## src/rtl/mult_div_unit_pkg.sv

```systemverilog
`default_nettype none
// ============================================================================
// Module      : mult_div_unit_pkg
// Description : MDop encodings and operand helpers for the multiply/divide unit
// Revision    : 1.0
// ============================================================================
package mult_div_unit_pkg;

    localparam logic [2:0] MD_MULT  = 3'd0;
    localparam logic [2:0] MD_MULTU = 3'd1;
    localparam logic [2:0] MD_DIV   = 3'd2;
    localparam logic [2:0] MD_DIVU  = 3'd3;
    localparam logic [2:0] MD_MTHI  = 3'd4;
    localparam logic [2:0] MD_MTLO  = 3'd5;

    // Magnitude of a 32-bit operand; 0x80000000 maps to itself, which is the
    // correct unsigned magnitude.
    function automatic logic [31:0] abs32(input logic [31:0] v, input logic is_signed);
        return (is_signed && v[31]) ? (~v + 32'd1) : v;
    endfunction

endpackage
`default_nettype wire

```

## src/rtl/mult_div_unit_div_step.sv

```systemverilog
`default_nettype none
// ============================================================================
// Module      : div_step
// Description : One restoring-division iteration (33-bit partial remainder)
// Revision    : 1.0
// ============================================================================
module div_step (
    input  logic [32:0] i_rem,
    input  logic [31:0] i_quo,
    input  logic [31:0] i_divisor,
    output logic [32:0] o_rem,
    output logic [31:0] o_quo
);

    logic [33:0] w_shift;
    logic [33:0] w_diff;

    // Next dividend bit comes from the MSB of the quotient register, while the
    // new quotient bit enters at its LSB.
    assign w_shift = {i_rem, i_quo[31]};
    assign w_diff  = w_shift - {2'b00, i_divisor};
    assign o_rem   = w_diff[33] ? w_shift[32:0] : w_diff[32:0];
    assign o_quo   = {i_quo[30:0], ~w_diff[33]};

endmodule
`default_nettype wire

```

## src/rtl/mult_div_unit.sv

```systemverilog
`default_nettype none
// ============================================================================
// Module      : mult_div_unit
// Description : Iterative 32-bit MULT/MULTU/DIV/DIVU/MTHI/MTLO with HI/LO regs
// Revision    : 1.0
// ============================================================================
module mult_div_unit
    import mult_div_unit_pkg::*;
(
    input  logic        clk,
    input  logic        rst,
    input  logic        start,
    input  logic [2:0]  MDop,
    input  logic [31:0] A,
    input  logic [31:0] B,
    output logic        busy,
    output logic        done,
    output logic [31:0] HI,
    output logic [31:0] LO
);

    localparam logic [1:0] c_IDLE = 2'd0;
    localparam logic [1:0] c_RUN  = 2'd1;
    localparam logic [1:0] c_FIN  = 2'd2;

    logic [1:0]  r_state;
    logic [4:0]  r_cnt;
    logic        r_busy;
    logic        r_done;
    logic [31:0] r_hi;
    logic [31:0] r_lo;
    logic        r_is_div;
    logic        r_sa;
    logic        r_sb;
    logic        r_dz;
    logic [31:0] r_a_orig;
    logic [63:0] r_acc;
    logic [63:0] r_mcand;
    logic [31:0] r_mplier;
    logic [32:0] r_rem;
    logic [31:0] r_quo;
    logic [31:0] r_dvsr;

    logic        w_signed;
    logic        w_is_div;
    logic [31:0] w_abs_a;
    logic [31:0] w_abs_b;
    logic [63:0] w_acc_next;
    logic [63:0] w_prod;
    logic [32:0] w_rem_next;
    logic [31:0] w_quo_next;

    assign w_signed   = (MDop == MD_MULT) || (MDop == MD_DIV);
    assign w_is_div   = (MDop == MD_DIV)  || (MDop == MD_DIVU);
    assign w_abs_a    = abs32(A, w_signed);
    assign w_abs_b    = abs32(B, w_signed);
    assign w_acc_next = r_acc + (r_mplier[0] ? r_mcand : 64'd0);
    assign w_prod     = (r_sa ^ r_sb) ? (~r_acc + 64'd1) : r_acc;

    div_step u_div_step (
        .i_rem     (r_rem),
        .i_quo     (r_quo),
        .i_divisor (r_dvsr),
        .o_rem     (w_rem_next),
        .o_quo     (w_quo_next)
    );

    always_ff @(posedge clk) begin
        if (rst) begin
            r_state  <= c_IDLE;
            r_cnt    <= 5'd0;
            r_busy   <= 1'b0;
            r_done   <= 1'b0;
            r_hi     <= 32'd0;
            r_lo     <= 32'd0;
            r_is_div <= 1'b0;
            r_sa     <= 1'b0;
            r_sb     <= 1'b0;
            r_dz     <= 1'b0;
            r_a_orig <= 32'd0;
            r_acc    <= 64'd0;
            r_mcand  <= 64'd0;
            r_mplier <= 32'd0;
            r_rem    <= 33'd0;
            r_quo    <= 32'd0;
            r_dvsr   <= 32'd0;
        end else begin
            r_done <= 1'b0;
            case (r_state)
                c_IDLE: begin
                    if (start) begin
                        case (MDop)
                            MD_MTHI: r_hi <= A;
                            MD_MTLO: r_lo <= A;
                            MD_MULT, MD_MULTU, MD_DIV, MD_DIVU: begin
                                r_state  <= c_RUN;
                                r_busy   <= 1'b1;
                                r_cnt    <= 5'd0;
                                r_is_div <= w_is_div;
                                r_sa     <= w_signed & A[31];
                                r_sb     <= w_signed & B[31];
                                r_dz     <= (B == 32'd0);
                                r_a_orig <= A;
                                r_acc    <= 64'd0;
                                r_mcand  <= {32'd0, w_abs_a};
                                r_mplier <= w_abs_b;
                                r_rem    <= 33'd0;
                                r_quo    <= w_abs_a;
                                r_dvsr   <= w_abs_b;
                            end
                            default: ;
                        endcase
                    end
                end
                c_RUN: begin
                    if (r_is_div) begin
                        r_rem <= w_rem_next;
                        r_quo <= w_quo_next;
                    end else begin
                        r_acc    <= w_acc_next;
                        r_mcand  <= {r_mcand[62:0], 1'b0};
                        r_mplier <= {1'b0, r_mplier[31:1]};
                    end
                    r_cnt <= r_cnt + 5'd1;
                    if (r_cnt == 5'd31) begin
                        r_state <= c_FIN;
                    end
                end
                c_FIN: begin
                    if (r_is_div) begin
                        // Divide-by-zero reports the raw dividend, so no sign fixup.
                        if (r_dz) begin
                            r_lo <= 32'hFFFF_FFFF;
                            r_hi <= r_a_orig;
                        end else begin
                            r_lo <= (r_sa ^ r_sb) ? (~r_quo + 32'd1) : r_quo;
                            r_hi <= r_sa ? (~r_rem[31:0] + 32'd1) : r_rem[31:0];
                        end
                    end else begin
                        r_lo <= w_prod[31:0];
                        r_hi <= w_prod[63:32];
                    end
                    r_done  <= 1'b1;
                    r_busy  <= 1'b0;
                    r_state <= c_IDLE;
                end
                default: begin
                    r_state <= c_IDLE;
                    r_busy  <= 1'b0;
                end
            endcase
        end
    end

    assign busy = r_busy;
    assign done = r_done;
    assign HI   = r_hi;
    assign LO   = r_lo;

endmodule
`default_nettype wire

```

## config.mk

```make
export PLATFORM = sky130hd
export DESIGN_NAME = mult_div_unit
export DESIGN_NICKNAME = d
export VERILOG_FILES = /design/src/rtl/mult_div_unit_pkg.sv /design/src/rtl/mult_div_unit_div_step.sv /design/src/rtl/mult_div_unit.sv
export SDC_FILE = /design/constraint.sdc
export NUM_CORES = 1
export LEC_CHECK = 0
export ABC_AREA = 0
export BUFFER_PORTS_ARGS = -buffer_cell sky130_fd_sc_hd__buf_2
export CORE_MARGIN = 5
export CORE_UTILIZATION = 60
export DETAILED_ROUTE_END_ITERATION = 8
export PLACE_DENSITY = 0.79
export SLEW_MARGIN = 0
export SYNTH_ARGS = -nofsm -noshare
export SYNTH_HDL_FRONTEND = slang
export SYNTH_SLANG_ARGS = --single-unit
export TNS_END_PERCENT = 10
```

## constraint.sdc

```tcl
create_clock -name clk -period 8.1 [get_ports clk]
set_clock_uncertainty 0.2 [all_clocks]
set_input_delay 0.405 -clock clk [delete_from_list [all_inputs] [get_ports clk]]
set_output_delay 0.405 -clock clk [all_outputs]
set_load 0.02 [all_outputs]
```

==> flow_summary.json <==
{
  "status": "complete, no violations",
  "crit_path_end_kind": "flip-flop",
  "io_pins": 136,
  "synth-edff-count": 0,
  "synth-seq-area-share_pct": 30.20,
  "grt_usage_pct": 33.91,
  "cts.clk_slew.worst_paths_ns": 0.06,
  "multi_input_area_mm2": 0.01585,
  "final_common_cell": "nor2_1",
  "cts_resized": 0,
  "grt_pass1_wl_um": 123500,
  "required_ns": 8.36,
  "synth_area_mm2": 0.02426,
  "reg2reg_from": "r_mplier[0]",
  "drc": 0,
  "peakVddDrop_v": 0.0001775,
  "async_flop_share_pct": 0,
  "syn_nets": 3394,
  "start_kind": "flip-flop",
  "tightest_slew_ns": 1.184,
  "insertedDiodeCount": 0,
  "period_minus_slack_ns": 4.707,
  "crit_buf_inv": 2,
  "cts_tree": "done",
  "cp.arrival_ns": 4.96,
  "cts_max_level": 2,
  "max_clock_freq_mhz": 212.4,
  "cts-root-buf": "clkbuf_16",
  "vias": 24820,
  "grt_max_degree": 91,
  "wl_per_cell_um": 20.96,
  "holdPathStages": 2,
  "power.total_mw": 4.525,
  "row_count": 73,
  "tns_ns": 0,
  "dpl.cell_count": 3684,
  "globalRouteMet1Util_pct": 49.84,
  "regArea_mm2": 0.007330,
  "cp_cell_sequence": "buf_4 -> and2_1 -> ha_1 -> inv_1 -> fa_1 -> nor2b_1 -> o31a_1 -> o211ai_1 -> a311o_1 -> a2111oi_0 -> o21ai_0 -> o211ai_1 -> o41ai_1 -> xnor2_1 -> a22o_1",
  "wl_um": 79510,
  "stdcell_count": 3794,
  "max_slew_margin_pct": 20.94,
  "ys_ff_latch": 366,
  "crit_type": "flip-flop to flip-flop",
  "cpMaxStageDelayCell": "a2111oi_0",
  "antenna_found_initial": 0,
  "layout-drive-gt1-share_pct": 8.106,
  "reg2reg_depth": 15,
  "syn_area_per_cell_um2": 7.535,
  "flow.area_growth_from_synthesis_pct": 10.47,
  "p_per_area_mw_per_mm2": 168.8,
  "ant_nets": 0,
  "place.gp.congestion": 0.9897,
  "vias_per_cell": 6.543,
  "clockBufferDepth": 3,
  "grt.met3_usage_pct": 7.055,
  "mostFrequentLayoutCells": "nor2_1, dfxtp_1, nand2_1, a21oi_1, o21ai_0",
  "gr-usage-met2_pct": 50.03,
  "p_leak_nw": 11.00,
  "grt_pass1_vias": 22070,
  "drt_iter0_drc": 3084,
  "hold_viol": 0,
  "ys_warn_count": 0,
  "min_to": "r_mplier[17]",
  "slew_viol_final": 0,
  "crit_family": "compound AO/OA/AOI/OAI gates",
  "rsz0062_at_grt": "false",
  "rrSetupSlack_ns": 3.39,
  "fp.dieH_um": 211.1,
  "hold_start": "rst",
  "place.port_buffers": 135,
  "clkLatencyLatePin_ns": 0.59,
  "initial_core_util_pct": 60.79,
  "nNetsFinal": 3413,
  "grt-ovfl-total": 0,
  "synthFlopType": "dfxtp_1",
  "setup_violations": 0,
  "place_hpwl_um": 58230,
  "dieArea_mm2": 0.04456,
  "crit_path_max_incr_delay_ns": 0.59,
  "dieWidth_um": 211.1,
  "reg2reg_to": "r_acc[60]",
  "cap_violations": 0,
  "coreArea_mm2": 0.03991,
  "synth.distinct_cells": 80,
  "busiest_layer": "met2",
  "fillers": 3386,
  "cts_made_buffers": 41,
  "min_path_type": "input port to flip-flop",
  "synth_cells": 3220,
  "post-route-period-util_pct": 58.11,
  "cp_max_fo": 66,
  "clock_sinks": 366,
  "crit_top_cell": "o211ai_1",
  "first_pass_iters": 6
}
## metal layers
metal / share of wire (%) / vias up
li1: - / 11600
met1: 43 / 11750
met2: 42 / 1298
met3: 12 / 173
met4: 3.1 / 0
met5: 0 / -
## flip-flops by register name (all words and copies together) (netlist names)
| register | flops |
|---|---|
| r_acc | 64 |
| r_mcand | 64 |
| r_rem | 33 |
| HI | 32 |
| LO | 32 |
| r_a_orig | 32 |
| r_dvsr | 32 |
| r_mplier | 32 |
| r_quo | 32 |
| r_cnt | 5 |
| r_state | 2 |
| busy | 1 |
| done | 1 |
| r_dz | 1 |
| r_is_div | 1 |
| r_sa | 1 |
| r_sb | 1 |
## layout make-up
type,instances,area share (%)
Multi-Input combinational cell,2541,59.13
Timing Repair Buffer,199,4.696
Inverter,90,1.260
Sequential cell,366,27.34
Clock buffer,59,4.458
Tap cell,525,2.451
Clock inverter,14,0.6582
## metrics by stage
stage / setup slack, ns / utilization (%) / area, um^2 / hold WS, ns
2_1_floorplan: 4.175 / - / 24260 / 0.2265
5_1_grt: 3.068 / 67.15 / 26800 / 0.03279
3_5_place_dp: 3.450 / 62.79 / 25060 / 0.2469
6_report: 3.393 / 67.15 / 26800 / 0.01485
4_1_cts: 3.420 / 67.15 / 26800 / 0.004471
3_3_place_gp: 3.538 / 62.79 / 25060 / 0.2381
## synthesized netlist by cell type, types with 57 or more instances
cell type	n	area share [%]
nor2_1	394	6.1
dfxtp_1	366	30
a211oi_1	84	2.6
nor3_1	79	1.6
and2_1	74	1.9
xor2_1	131	4.7
nand2_1	345	5.3
o211ai_1	57	1.8
a21oi_1	329	6.8
inv_1	90	1.4
ha_1	102	5.3
o21ai_0	167	3.4
a22oi_1	74	2.3
xnor2_1	133	4.8
clkbuf_1	202	3.1
## cells by family after synthesis
group / after synthesis / share of synthesized area [%]
buf+inv: 313 / 4.868
compound gates: 1031 / 27.63
fa+ha+maj: 104 / 5.425
mux: 48 / 1.985
xor+xnor: 264 / 9.530
simple gates: 1094 / 20.36
flops: 366 / 30.20
## power by group
group          switching, mW  internal (mW)  total (mW)
logic                  0.454          0.224       0.678
registers             0.0607           1.87        1.93
clock network          0.790           1.13        1.92
## worst max-delay path by stage
stage	startpoint	end	slack (ns)	depth (start not counted)
3_3_place_gp	r_mplier[0]	r_acc[60]	3.54	15
4_1_cts	r_mplier[0]	r_acc[60]	3.42	15
3_5_place_dp	r_mplier[0]	r_acc[60]	3.45	15
5_1_grt	r_mplier[0]	r_acc[60]	3.07	15
6_report	r_mplier[0]	r_acc[60]	3.39	15
2_1_floorplan	r_mplier[0]	r_acc[60]	4.18	16
## what timing repair did
action / in CTS / in global routing
hold endpoints to repair: 56 / 0
hold buffers: 37 / 0
buffers inserted: 0 / 0
endpoints found under the setup margin: 0 / 0
Power figures use the tool's default switching activity.
